`config.mk`:
```
export PLATFORM = sky130hd
export DESIGN_NAME = amx_input_conditioner_flat
export DESIGN_NICKNAME = d
export VERILOG_FILES = /design/src/rtl/amx_input_conditioner_if.sv /design/src/rtl/amx_input_conditioner.sv /design/src/flat_wrapper.sv
export SDC_FILE = /design/constraint.sdc
export NUM_CORES = 1
export LEC_CHECK = 0
export ABC_AREA = 0
export CAP_MARGIN = 20
export CORE_MARGIN = 2
export CORE_UTILIZATION = 48
export CTS_BUF_LIST = sky130_fd_sc_hd__clkbuf_16
export DETAILED_ROUTE_END_ITERATION = 10
export GPL_ROUTABILITY_DRIVEN = 0
export PLACE_DENSITY = 0.76
export SLEW_MARGIN = 10
export SYNTH_ARGS = -nofsm -noshare
export SYNTH_HDL_FRONTEND = slang
export SYNTH_SLANG_ARGS = --single-unit
```
`constraint.sdc`:
```
create_clock -name clk -period 1.83 [get_ports clk]
set_input_delay 0.4575 -clock clk [delete_from_list [all_inputs] [get_ports clk]]
set_output_delay 0.4575 -clock clk [all_outputs]
set_load 0.05 [all_outputs]
```
`src/rtl/amx_input_conditioner_if.sv`:
```
`default_nettype none
// ============================================================================
// Module   : amx_input_conditioner_if
// Function : Raw pad bits in; conditioned level word and edge strobes out.
// Revision : 1.0  initial release
// ============================================================================
interface amx_input_conditioner_if #(
    parameter int WIDTH     = 5,
    parameter int OUT_WIDTH = 8
);
    logic [WIDTH-1:0]     raw_in;
    logic [OUT_WIDTH-1:0] data_out;
    logic [WIDTH-1:0]     rise;
    logic [WIDTH-1:0]     fall;
    logic                 changed;

    modport master (
        output raw_in,
        input  data_out,
        input  rise,
        input  fall,
        input  changed
    );

    modport slave (
        input  raw_in,
        output data_out,
        output rise,
        output fall,
        output changed
    );
endinterface
`default_nettype wire

```
`src/rtl/amx_input_conditioner.sv`:
```
`default_nettype none
// ============================================================================
// Module   : amx_input_conditioner
// Function : 2-flop sync, per-bit debounce, zero-extended level and edge strobes.
// Revision : 1.0  initial release
// ============================================================================
module amx_input_conditioner #(
    parameter int WIDTH     = 5,
    parameter int OUT_WIDTH = 8,
    parameter int DB_CYCLES = 4
) (
    input  wire logic              clk,
    input  wire logic              rst,
    amx_input_conditioner_if.slave cond
);
    localparam int                 c_cnt_w    = (DB_CYCLES > 1) ? $clog2(DB_CYCLES) : 1;
    localparam logic [c_cnt_w-1:0] c_cnt_last = c_cnt_w'(DB_CYCLES - 1);
    localparam logic [c_cnt_w-1:0] c_cnt_one  = c_cnt_w'(1);

    logic [WIDTH-1:0]   r_sync1;
    logic [WIDTH-1:0]   r_sync2;
    logic [WIDTH-1:0]   r_stable;
    logic [c_cnt_w-1:0] r_cnt [WIDTH];
    logic [WIDTH-1:0]   r_rise;
    logic [WIDTH-1:0]   r_fall;
    logic               r_changed;

    logic [WIDTH-1:0]   w_accept;
    logic [WIDTH-1:0]   w_rise_next;
    logic [WIDTH-1:0]   w_fall_next;

    // A bit is accepted once its mismatch has persisted through the final count.
    always_comb begin
        w_accept = '0;
        for (int i = 0; i < WIDTH; i++) begin
            w_accept[i] = (r_sync2[i] != r_stable[i]) && (r_cnt[i] == c_cnt_last);
        end
    end

    assign w_rise_next = ~r_stable & w_accept;
    assign w_fall_next =  r_stable & w_accept;

    always_ff @(posedge clk) begin
        if (rst) begin
            r_sync1   <= '0;
            r_sync2   <= '0;
            r_stable  <= '0;
            r_rise    <= '0;
            r_fall    <= '0;
            r_changed <= 1'b0;
            for (int i = 0; i < WIDTH; i++) begin
                r_cnt[i] <= '0;
            end
        end else begin
            r_sync1   <= cond.raw_in;
            r_sync2   <= r_sync1;
            r_rise    <= w_rise_next;
            r_fall    <= w_fall_next;
            r_changed <= |(w_rise_next | w_fall_next);
            // Counters are independent; any agreement restarts that bit only.
            for (int i = 0; i < WIDTH; i++) begin
                if (r_sync2[i] == r_stable[i]) begin
                    r_cnt[i] <= '0;
                end else if (w_accept[i]) begin
                    r_stable[i] <= r_sync2[i];
                    r_cnt[i]    <= '0;
                end else begin
                    r_cnt[i] <= r_cnt[i] + c_cnt_one;
                end
            end
        end
    end

    assign cond.data_out = OUT_WIDTH'(r_stable);
    assign cond.rise     = r_rise;
    assign cond.fall     = r_fall;
    assign cond.changed  = r_changed;
endmodule
`default_nettype wire
```
`src/flat_wrapper.sv`:
```
// flat-port wrapper written by rule: the top's interface ports become plain ports
module amx_input_conditioner_flat 
#(
    parameter int WIDTH     = 5,
    parameter int OUT_WIDTH = 8,
    parameter int DB_CYCLES = 4
)
  (clk, rst, cond_raw_in, cond_data_out, cond_rise, cond_fall, cond_changed);
  amx_input_conditioner_if #(.WIDTH(WIDTH), .OUT_WIDTH(OUT_WIDTH)) cond_i ();
  input  wire logic clk;
  input  wire logic rst;
  input wire logic [$bits(cond_i.raw_in)-1:0] cond_raw_in;
  output wire logic [$bits(cond_i.data_out)-1:0] cond_data_out;
  output wire logic [$bits(cond_i.rise)-1:0] cond_rise;
  output wire logic [$bits(cond_i.fall)-1:0] cond_fall;
  output wire logic [$bits(cond_i.changed)-1:0] cond_changed;
  assign cond_i.raw_in = cond_raw_in;
  assign cond_data_out = cond_i.data_out;
  assign cond_rise = cond_i.rise;
  assign cond_fall = cond_i.fall;
  assign cond_changed = cond_i.changed;
  amx_input_conditioner #(.WIDTH(WIDTH), .OUT_WIDTH(OUT_WIDTH), .DB_CYCLES(DB_CYCLES)) u_core (.clk(clk), .rst(rst), .cond(cond_i));
endmodule
```
* After elaboration in Yosys (flattened, before gate mapping)
Memory sizes are Yosys's and may differ from the RTL's.
Cells that the tools add are included.
** Word-level totals
- Flip-flop bits (word level) :: 26
- RAM bits :: 10
- Input bits :: 7
- Output and inout port bits :: 19
- Logic and storage cells :: 138
- Memories :: 1
** Memories
- u_core.r_cnt :: depth 5, width 2, rd ports 5, clocked after memory_dff 0, wr ports 5, line amx_input_conditioner.sv:23 : logic [c_cnt_w-1:0] r_cnt [WIDTH];
** Operators by class
- $add $sub $neg :: 5
- Eq/ne operators :: 15
- Muxes and demuxes :: 72
- Bitwise logic cells :: 24
- Reduce and logical (&&, ||, !) cells :: 11
** Operator list (count)
- 1-bit two-way mux :: 57
- 2-bit two-way mux :: 15
- 1-bit bitwise OR :: 15
- 2-bit by 1-bit adder with 2-bit output, second input constant :: 5
- 5-bit AND :: 2
- 2-bit equality test, second input constant :: 5
- 2-bit AND reduction :: 5
- 1-bit equality test :: 5
- 1-bit logical AND :: 5
- 1-bit inequality test :: 5
- 1-bit inverter :: 5
- 5-bit inverter :: 1
- 5-bit bitwise OR :: 1
- 5-bit OR reduction :: 1

* Logic depth before layout (Yosys ltp)
Gate-level depths: netlist of the first run.
An unclocked memory read counts as a cell.
- Depth in word-level cells :: 9
- Gate-level depth with buffers :: 4
- Depth with buffers taken out :: 4

* Worst setup path before layout of the first run
Ideal clock, no wire load.
- Kind :: reg2reg
- From :: register u_core.r_stable[2]
- To :: register u_core.r_changed (netlist: u_core.cond.changed)
- Setup time :: 0.120 ns
- Arrival time :: 1.235 ns
- Required time :: 1.710 ns
- Path slack :: 0.475 ns
- Stages on the path, launching flop included :: 4
- Buffers on the path :: 0
- Period minus slack after synthesis :: 1.355 ns
- Cell sequence :: dfxtp_1 -> xnor2_2 -> o22ai_1 -> o31a_1
** On the way
- Word-level cells in the longest chain between the ends :: 5
** Ends and longest elaborated chain
- start: declaration :: line amx_input_conditioner.sv:22 : logic [WIDTH-1:0] r_stable;
- start signal: indexed assignment :: line amx_input_conditioner.sv:65 : r_stable[i] <= r_sync2[i];
- 1-bit inequality test :: line amx_input_conditioner.sv:36 : w_accept[i] = (r_sync2[i] != r_stable[i]) && (r_cnt[i] == c_cnt_last);
- 1-bit logical AND :: line amx_input_conditioner.sv:36
- 5-bit AND, on equally long branches :: line amx_input_conditioner.sv:40, amx_input_conditioner.sv:41
- 5-bit bitwise OR (*) :: line amx_input_conditioner.sv:59 : r_changed <= |(w_rise_next | w_fall_next);
- 5-bit OR reduction (*) :: line amx_input_conditioner.sv:59
- end signal: assignment :: line amx_input_conditioner.sv:59
- end: declaration :: line amx_input_conditioner.sv:26 : logic r_changed;
Every way passes the cells marked *; elsewhere a longest branch is shown, timed or not.
A chain may end at the register's enable or synchronous reset.

==> results of run 1 <==
cells by family after synthesis:
kind of cell | share of synthesized area [%]
flip-flops | 59.69
AND/OR/NAND/NOR | 18.84
buffers and inverters | 5.823
adder cells (fa/ha/maj) | 4.550
XOR/XNOR | 5.368
multiplexers | 3.640
AO/OA/AOI/OAI | 1.547
other | 0.5462
worst max path at each step:
stage / slack, ns / startpoint / cells after the start / to
global route: 0.37 / u_core.r_stable[3] / 1 / cond_data_out[3]
floorplan: 0.48 / u_core.r_stable[2] / 3 / u_core.cond.changed
detailed placement: 0.14 / rst / 3 / u_core.r_cnt[1][1]
finish: 0.40 / rst / 3 / u_core.r_cnt[1][1]
global placement: 0.28 / rst / 3 / u_core.r_cnt[2][1]
CTS: 0.41 / u_core.r_stable[3] / 1 / cond_data_out[3]
through the flow:
step | instance area, um^2 | power (mW) | hold WS (ns) | setup slack, ns | utilization, %
finish | 1735 | 1.744 | 0.4323 | 0.4020 | 63.48
global route | 1735 | 1.802 | 0.4461 | 0.3689 | 63.48
CTS | 1735 | 1.759 | 0.4347 | 0.4069 | 63.48
detailed placement | 1597 | 0.9740 | 0.4218 | 0.1403 | 58.40
global placement | 1597 | 0.9691 | 0.4239 | 0.2819 | 58.40
floorplan | 1416 | 0.9534 | 0.4138 | 0.4755 | -
cell type report:
class,instances,area share [%]
clock buffers,5,7.210
clock inverters,3,0.7931
inverters,5,1.081
multi-input cells,67,29.70
flip-flops and latches,36,47.30
well taps,31,2.235
repair buffers,25,11.68
power by group:
part	switching [mW]	internal (mW)
clock network	0.294	0.493
logic	0.0569	0.0438
registers	0.0139	0.843
layout by cell type, fill, tap and decap left out, types with 4 or more instances in the layout:
| cell | synthesis | final |
|---|---|---|
| buf_4 | 3 | 19 |
| clkbuf_16 | 0 | 5 |
| clkdlybuf4s50_1 | 0 | 6 |
| conb_1 | 2 | 13 |
| dfxtp_1 | 26 | 26 |
| edfxtp_1 | 10 | 10 |
| ha_1 | 5 | 5 |
| inv_1 | 5 | 5 |
| mux2i_1 | 5 | 5 |
| nor2_1 | 5 | 5 |
| nor2b_1 | 11 | 11 |
| nor4_1 | 5 | 5 |
| nor4b_1 | 12 | 12 |
| xnor2_2 | 4 | 4 |
state kept, by name, summed over array words and instances, names as in the netlist:
register	cells
u_core.cond.fall	5
u_core.cond.changed	1
u_core.r_stable	5
u_core.r_sync1	5
u_core.r_sync2	5
u_core.cond.rise	5
u_core.r_cnt	10
Yosys cell counts:
master / instances
buf_2: 1
o22ai_1: 2
xnor2_1: 1
nor2_1: 5
nor4b_2: 1
edfxtp_1: 10
conb_1: 2
inv_1: 5
nor4b_1: 12
buf_6: 3
buf_4: 3
nor2b_1: 11
xnor2_2: 4
mux2i_1: 5
nor4_1: 5
o31a_1: 1
dfxtp_1: 26
ha_1: 5
nor4bb_1: 2
routing by layer:
| layer | routed length (um) | GRT usage (%) |
|---|---|---|
| met2 | 1014 | 23.86 |
| met5 | 0 | 0 |
| met4 | 61 | 10.96 |
| met3 | 137 | 5.896 |
| met1 | 830 | 15.33 |
==> metrics, run 1 <==
status=completed; via count=between 800 and 900; Bufs and invs on worst path=2; fmax=roughly 700 MHz; Min-Delay Path Class=reg -> reg; arrival time worst endpoint=1.48 ns; die area=around 3300 um^2; vias in the first global route=807; flop2flop setup slack=0.53 ns; Final min period=1.428 ns; Post-Syn Area per Cell=roughly 13 um^2; worst skew pair latency=between 0.2 and 0.3 ns; Final Max Tran Viols=0; Worst R2R Path Depth=2; Worst EP required=~1.9 ns; setup TNS=0 ns; initial antenna violation count=0; fillers=approximately 220; Finished Layout Cells=approximately 170; detailed placer's ending HPWL=~1.5 mm; clock sink count=36; Hold Fails Final Rpt=0; root buf cell=clkbuf_16; Core ar.=about 2700 um^2; Syn-to-layout area delta=26.21%; via/cell ratio=4.919; Clock Path Buffers=2; Reg clk slew, reported paths=0.05 ns; largest net degree at the start of global routing=20; I/O Buffers=22; CP max stage cell=clkdlybuf4s50_1; # DRC=0; WL per Instance=between 10 and 15 um; antenna-violating nets left=0; GR Overflow Total=0; Cells after DPL=around 160; flops & latches, synth=36; Setup Skew=0.002491 ns; crit path max fanout=19; Initial Util=about half; Hold Path Stages=1; area share of the largest cell type after synthesis=37.85%; Final setup viols=0; Net count, final=between 150 and 200; Max Cap Violations=0; Critical Path Sink Type=flip-flop; maximum single-stage delay on the critical path=between 0.4 and 0.5 ns; 1st-iter DRT viols=13; # rows=19; Post-CTS Setup Bufs=0; Pre-antenna DRT Iters=3; Hold Startpoint=u_core.r_sync1[1]; synthesized instance count=between 100 and 150; Tcrit/Tclk final=78.03%; drt total wl=between 2 and 2.5 mm; Worst setup SP type=primary input; # IOs=26; r2r startpoint=u_core.r_cnt[1][0]; RSZ-0062 raised after global routing=false; Setup CP Type=in -> reg; storage element area=820.8 um^2; CTS tree=yes; PD cells=1005 nW/um^2; CTS HTree Levels=2; synth top area cells=dfxtp_1, edfxtp_1, nor4b_1; first-pass GRT wire length=3.484 mm; Die Width=roughly 58 um; CTS Hold Bufs=0; share of cells above drive strength 1=roughly 22%; Reg-to-Reg End=u_core.r_cnt[1][1]; CTS buffer count=5; Yosys top cell by area=dfxtp_1; Syn Std Cell Area=around 1400 um^2; crit path cell chain=clkdlybuf4s50_1 -> buf_4 -> nor4b_1; Worst VDD drop=0.0009380 V; Pleak=around 0.68 nW; n_diodes=0; footprint of the multi-input gates=between 500 and 600 um^2; synth warn=0; Global Route Usage Sum=approximately 15%; post-synthesis cell type count=19; hold endpoint=u_core.r_sync2[1]; CP top delay family=buffers and inverters; Die Y=roughly 58 um; sequential fraction of the synthesis area=roughly three fifths; quantity of gates resized following cts=0
No activity file was read; power rests on OpenSTA's default activity.
==> inputs of run 2 (changes only) <==
Clock period 1.83 ns to 1.4 ns, I/O delays scaled along.
==> metrics, run 2 (synthesized netlist as in run 1, its figures left out) <==
status=completed (unchanged); max reg flops=10 (unchanged); Global Route Usage Sum=14.36% (was 14.77%); detailed placer's ending HPWL=1.523 mm (was 1.474 mm); Min-Delay Path Class=reg -> reg (unchanged); Core ar.=2734 um^2 (unchanged); CTS tree=yes (unchanged); # IOs=26 (unchanged); via/cell ratio=4.866 (was 4.919); die area=3309 um^2 (unchanged); quantity of gates resized following cts=0 (unchanged); Clock Path Buffers=2 (unchanged); via count=837 (was 846); Die Y=57.53 um (unchanged); # DRC=0 (unchanged); Worst setup SP type=flip-flop (was primary input); clock share of power=44.6% (was 45.1%); vias in the first global route=827 (was 807); Hold Fails Final Rpt=0 (unchanged); drt total wl=2.049 mm (was 2.043 mm); antenna-violating nets left=0 (unchanged); 1st-iter DRT viols=7 (was 13); Final setup viols=0 (unchanged); GR Overflow Total=0 (unchanged); crit path max fanout=5 (was 19); Die Width=57.53 um (unchanged); I/O Buffers=22 (unchanged); Setup CP Type=reg -> out (was in -> reg); Pre-antenna DRT Iters=4 (was 3); Max Cap Violations=0 (unchanged); CTS Hold Bufs=0 (unchanged); switching power=473.3 uW (was 364.8 uW); Cells after DPL=164 (unchanged); root buf cell=clkbuf_16 (unchanged); fmax=~780 MHz; Syn-to-layout area delta=41.67% (was 26.21%); Largest Register=u_core.r_cnt (unchanged); first-pass GRT wire length=3.525 mm (was 3.484 mm); Post-CTS Setup Bufs=0 (unchanged); WL per Instance=11.91 um (was 11.88 um); Worst EP required=1.05 ns (was 1.88 ns); final core utilization=71.26% (was 63.48%); Initial Util=50.30% (unchanged); Reg clk slew, reported paths=0.05 ns (about the same); CTS buffer count=5 (unchanged); Critical Path Sink Type=output pin (was flip-flop); share of cells above drive strength 1=21.99% (unchanged); Pleak=0.7286 nW (was 0.6808 nW); Final Max Tran Viols=0 (unchanged); Worst VDD drop=0.001203 V (was 0.0009380 V); Setup Skew=0.001507 ns (was 0.002491 ns); CTS HTree Levels=2 (unchanged); initial antenna violation count=0 (unchanged); commonest cells after routing, fill and taps aside=dfxtp_1, buf_12, conb_1 (was dfxtp_1, buf_4, conb_1); Finished Layout Cells=172 (unchanged); Tcrit/Tclk final=between 90% and 100%; Pint=1.815 mW (was 1.380 mW); crit path cell chain=buf_12 (was clkdlybuf4s50_1 -> buf_4 -> nor4b_1); CP top delay family=flip-flops (was buffers and inverters); n_diodes=0 (unchanged); worst skew pair latency=0.27 ns (was 0.28 ns); Net count, final=152 (unchanged); # rows=19 (unchanged); PD cells=1175 nW/um^2 (was 1005 nW/um^2); commonest non-fill, non-tap cell in the layout=dfxtp_1 (unchanged); CP max stage cell=dfxtp_1 (was clkdlybuf4s50_1); largest net degree at the start of global routing=23 (was 20); RSZ-0062 raised after global routing=false (unchanged); arrival time worst endpoint=0.93 ns (was 1.48 ns); Switching Fraction=20.68% (was 20.91%); Bufs and invs on worst path=1 (was 2); clock sink count=36 (unchanged); Final min period=between 1 and 1.5 ns; Logic pwr share=6.4% (was 5.8%); maximum single-stage delay on the critical path=0.47 ns (was 0.42 ns); sequential share of power=49.0% (was 49.1%)
[run 2: cell type report]
type | instances | area, um^2
fill | 203 | 785.8
multi-input combinational | 67 | 515.5
sequential | 36 | 820.8
timing repair buffer | 25 | 415.4
tap | 31 | 38.79
clock buffer | 5 | 125.1
inverter | 5 | 18.77
clock inverter | 3 | 13.76
[run 2: per-layer routing]
metal  global-route usage, %  vias to the layer above  part of all wire, %
met3                   7.483                        0                  6.9
met2                   23.05                       25                   51
met4                   5.316                        0                    0
met1                   16.28                      384                   42
met5                       0                        -                    0
li1                        -                      428                    -
[run 2: final timing paths]
kind,slack (ns),depth (start not counted),start,endpoint
worst min register to register,0.43,1,u_core.r_sync1[1],u_core.r_sync2[1]
worst max register to register,0.14,4,u_core.r_cnt[1][0],u_core.cond.changed
worst min-delay path,0.43,1,u_core.r_sync1[1],u_core.r_sync2[1]
worst max-delay path,0.12,1,u_core.r_stable[0],cond_data_out[0]
[run 2: stage by stage]
step	hold slack, ns	setup slack [ns]	setup TNS, ns	total power, mW	area [um^2]
floorplan	0.4138	0.04546	0	1.246	1416
global placement	0.4210	-0.05756	-0.2772	1.280	1809
detailed placement	0.4212	-0.09042	-0.6779	1.288	1809
CTS	0.4338	0.1104	0	2.323	1948
global route	0.4594	0.06160	0	2.378	1948
finish	0.4313	0.1231	0	2.289	1948
[run 2: power by group through the flow]
stage / clock [mW] / sequential [mW] / combinational, mW
after floorplan: 0 / 1.15 / 0.0984
after global placement: 0 / 1.14 / 0.139
after detailed placement: 0 / 1.14 / 0.145
after CTS: 1.06 / 1.12 / 0.145
after global routing: 1.09 / 1.12 / 0.160
final: 1.02 / 1.12 / 0.145
==> inputs of run 3 (changes only) <==
Settings changed: ABC_AREA 0 to 1.
==> metrics, run 3 <==
fmax=792.6 MHz (was 783.1 MHz); number of synthesized flops with an enable pin=10 (unchanged); drt total wl=2.252 mm (was 2.049 mm); PD cells=1192 nW/um^2 (was 1175 nW/um^2); largest net degree at the start of global routing=13 (was 23); M1 wire length=868 um (was 855 um); max layer used=met4 (was met3); Hold Fails Final Rpt=0 (unchanged); n_diodes=0 (unchanged); GR Overflow Total=0 (unchanged); Max Cap Violations=0 (unchanged); flop2flop setup slack=0.31 ns (was 0.14 ns); root buf cell=clkbuf_16 (unchanged); # rows=19 (unchanged); crit path cell chain=buf_12 (unchanged); Final Max Tran Viols=0 (unchanged); fillers=203 (unchanged); 1st-iter DRT viols=13 (was 7); arrival time worst endpoint=0.91 ns (was 0.93 ns); Commonest cells post-synth=dfxtp_1, inv_1, nor2_1 (was dfxtp_1, nor4b_1, nor2b_1); CP top delay family=flip-flops (unchanged); Syn Std Cell Area=1366 um^2 (was 1375 um^2); initial antenna violation count=0 (unchanged); first-pass GRT wire length=4.036 mm (was 3.525 mm); Initial Util=49.98% (was 50.30%); max reg flops=10 (unchanged); Min-Delay Path Class=reg -> reg (unchanged); Syn-to-layout area delta=42.49% (was 41.67%); synth warn=0 (unchanged); commonest cells after routing, fill and taps aside=inv_1, dfxtp_1, nor2_1 (was dfxtp_1, buf_12, conb_1); setup TNS=0 ns (unchanged); RSZ-0062 raised after global routing=false (unchanged); CTS Hold Bufs=0 (unchanged); Net count, final=198 (was 152); detailed placer's ending HPWL=1.784 mm (was 1.523 mm); FFs w/ async S/R, synth=0% (unchanged); Die Y=57.35 um (was 57.53 um); CP max stage cell=dfxtp_1 (unchanged); Worst setup SP type=flip-flop (unchanged); Largest Register=u_core.r_cnt (unchanged); WL per Instance=10.33 um (was 11.91 um); vias in the first global route=1042 (was 827); synthesized instance count=148 (was 104); crit path max fanout=5 (unchanged); Core ar.=2734 um^2 (unchanged); # DRC=0 (unchanged); maximum single-stage delay on the critical path=0.46 ns (was 0.47 ns); share of cells above drive strength 1=19.25% (was 21.99%); met3 WL=125 um (was 141 um); met2 wire length=1.215 mm (was 1.052 mm); CTS HTree Levels=2 (unchanged); # IOs=26 (unchanged); Reg clk slew, reported paths=0.05 ns (about the same); Yosys top cell by area=dfxtp_1 (unchanged); Final setup viols=0 (unchanged); quantity of gates resized following cts=0 (unchanged); Post-CTS Setup Bufs=0 (unchanged); Pwr Total=2.321 mW (was 2.289 mW); area share of the largest cell type after synthesis=38.10% (was 37.85%); I/O Buffers=22 (unchanged); Tcrit/Tclk final=90.11% (was 91.21%); sequential fraction of the synthesis area=60.07% (was 59.69%); Worst VDD drop=0.001460 V (was 0.001203 V); Die Width=57.35 um (was 57.53 um); antenna-violating nets left=0 (unchanged); via/cell ratio=4.555 (was 4.866); Final min period=1.262 ns (was 1.277 ns); ys flop type=dfxtp_1 (unchanged); flops & latches, synth=36 (unchanged); Post-Syn Area per Cell=9.232 um^2 (was 13.22 um^2); final core utilization=71.21% (was 71.26%); Setup Skew=0.005859 ns (was 0.001507 ns); CTS buffer count=5 (unchanged); Critical Path Sink Type=output pin (unchanged); synth top area cells=dfxtp_1, edfxtp_1, inv_1 (was dfxtp_1, edfxtp_1, nor4b_1); Global Route Usage Sum=16.45% (was 14.36%); Setup CP Type=reg -> out (unchanged); Pre-antenna DRT Iters=4 (unchanged); CTS tree=yes (unchanged); status=completed (unchanged); worst skew pair latency=0.28 ns (was 0.27 ns); Bufs and invs on worst path=1 (unchanged); Worst EP required=1.05 ns (about the same); clock sink count=36 (unchanged); Pleak=0.8580 nW (was 0.7286 nW); Clock Path Buffers=2 (unchanged); die area=3289 um^2 (was 3309 um^2); via count=993 (was 837); post-synthesis cell type count=20 (was 19)
==> run 3: changes by cell type in the layout (fill, tap and decap cells not counted), sizes merged, moves of 3 or more <==
| cell | change |
|---|---|
| inv | +25 |
| mux2i | -5 |
| nand2 | +18 |
| nand3 | +10 |
| nor2 | +22 |
| nor2b | -11 |
| nor3 | +7 |
| nor4 | -5 |
| nor4b | -13 |
| o21ai | +3 |
| xnor2 | -5 |
==> run 3: cells by family after synthesis <==
kind of cell	count (synthesis)	share of synthesized area [%]
AND/OR/NAND/NOR	64	21.15
flip-flops	36	60.07
buffers and inverters	35	11.26
AO/OA/AOI/OAI	6	2.381
adder cells (fa/ha/maj)	5	4.579
other	2	0.5497
==> run 3: routing by layer <==
metal | GRT usage, % | vias to the layer above
met5 | 0 | -
met4 | 5.980 | 0
met3 | 7.483 | 6
met2 | 30.19 | 21
met1 | 15.98 | 446
li1 | - | 520
==> run 3: layout make-up <==
class | count | area (um^2) | share of cell area [%]
Clock buffer | 5 | 125.1 | 6.427
Tap cell | 31 | 38.79 | 1.992
Timing Repair Buffer | 25 | 402.9 | 20.69
Multi-Input combinational cell | 88 | 432.9 | 22.24
Sequential cell | 36 | 820.8 | 42.16
Inverter | 30 | 112.6 | 5.784
Clock inverter | 3 | 13.76 | 0.7069
==> run 3: final timing paths <==
kind                       from                 end  depth (start not counted)
min           u_core.r_sync1[2]   u_core.r_sync2[2]                          2
max reg2reg  u_core.r_cnt[3][0]  u_core.r_cnt[3][1]                          4
min reg2reg   u_core.r_sync1[2]   u_core.r_sync2[2]                          2
max          u_core.r_stable[3]    cond_data_out[3]                          1
==> run 3: report_power, final <==
group          switching [mW]  leakage, nW  internal [mW]
Combinational           0.101        0.472         0.0656
Sequential             0.0189        0.315           1.11
Clock                   0.387       0.0710          0.645
==> run 3: metrics by stage <==
stage          area, um^2  hold slack, ns  cells  worst slack (ns)
2_1_floorplan        1408          0.3883    159            0.1493
3_3_place_gp         1808          0.3891    210          0.002818
3_5_place_dp         1808          0.3951    210          -0.03404
4_1_cts              1947          0.4023    218            0.1250
5_1_grt              1947          0.4183    218           0.09956
6_report             1947          0.4014    218            0.1384
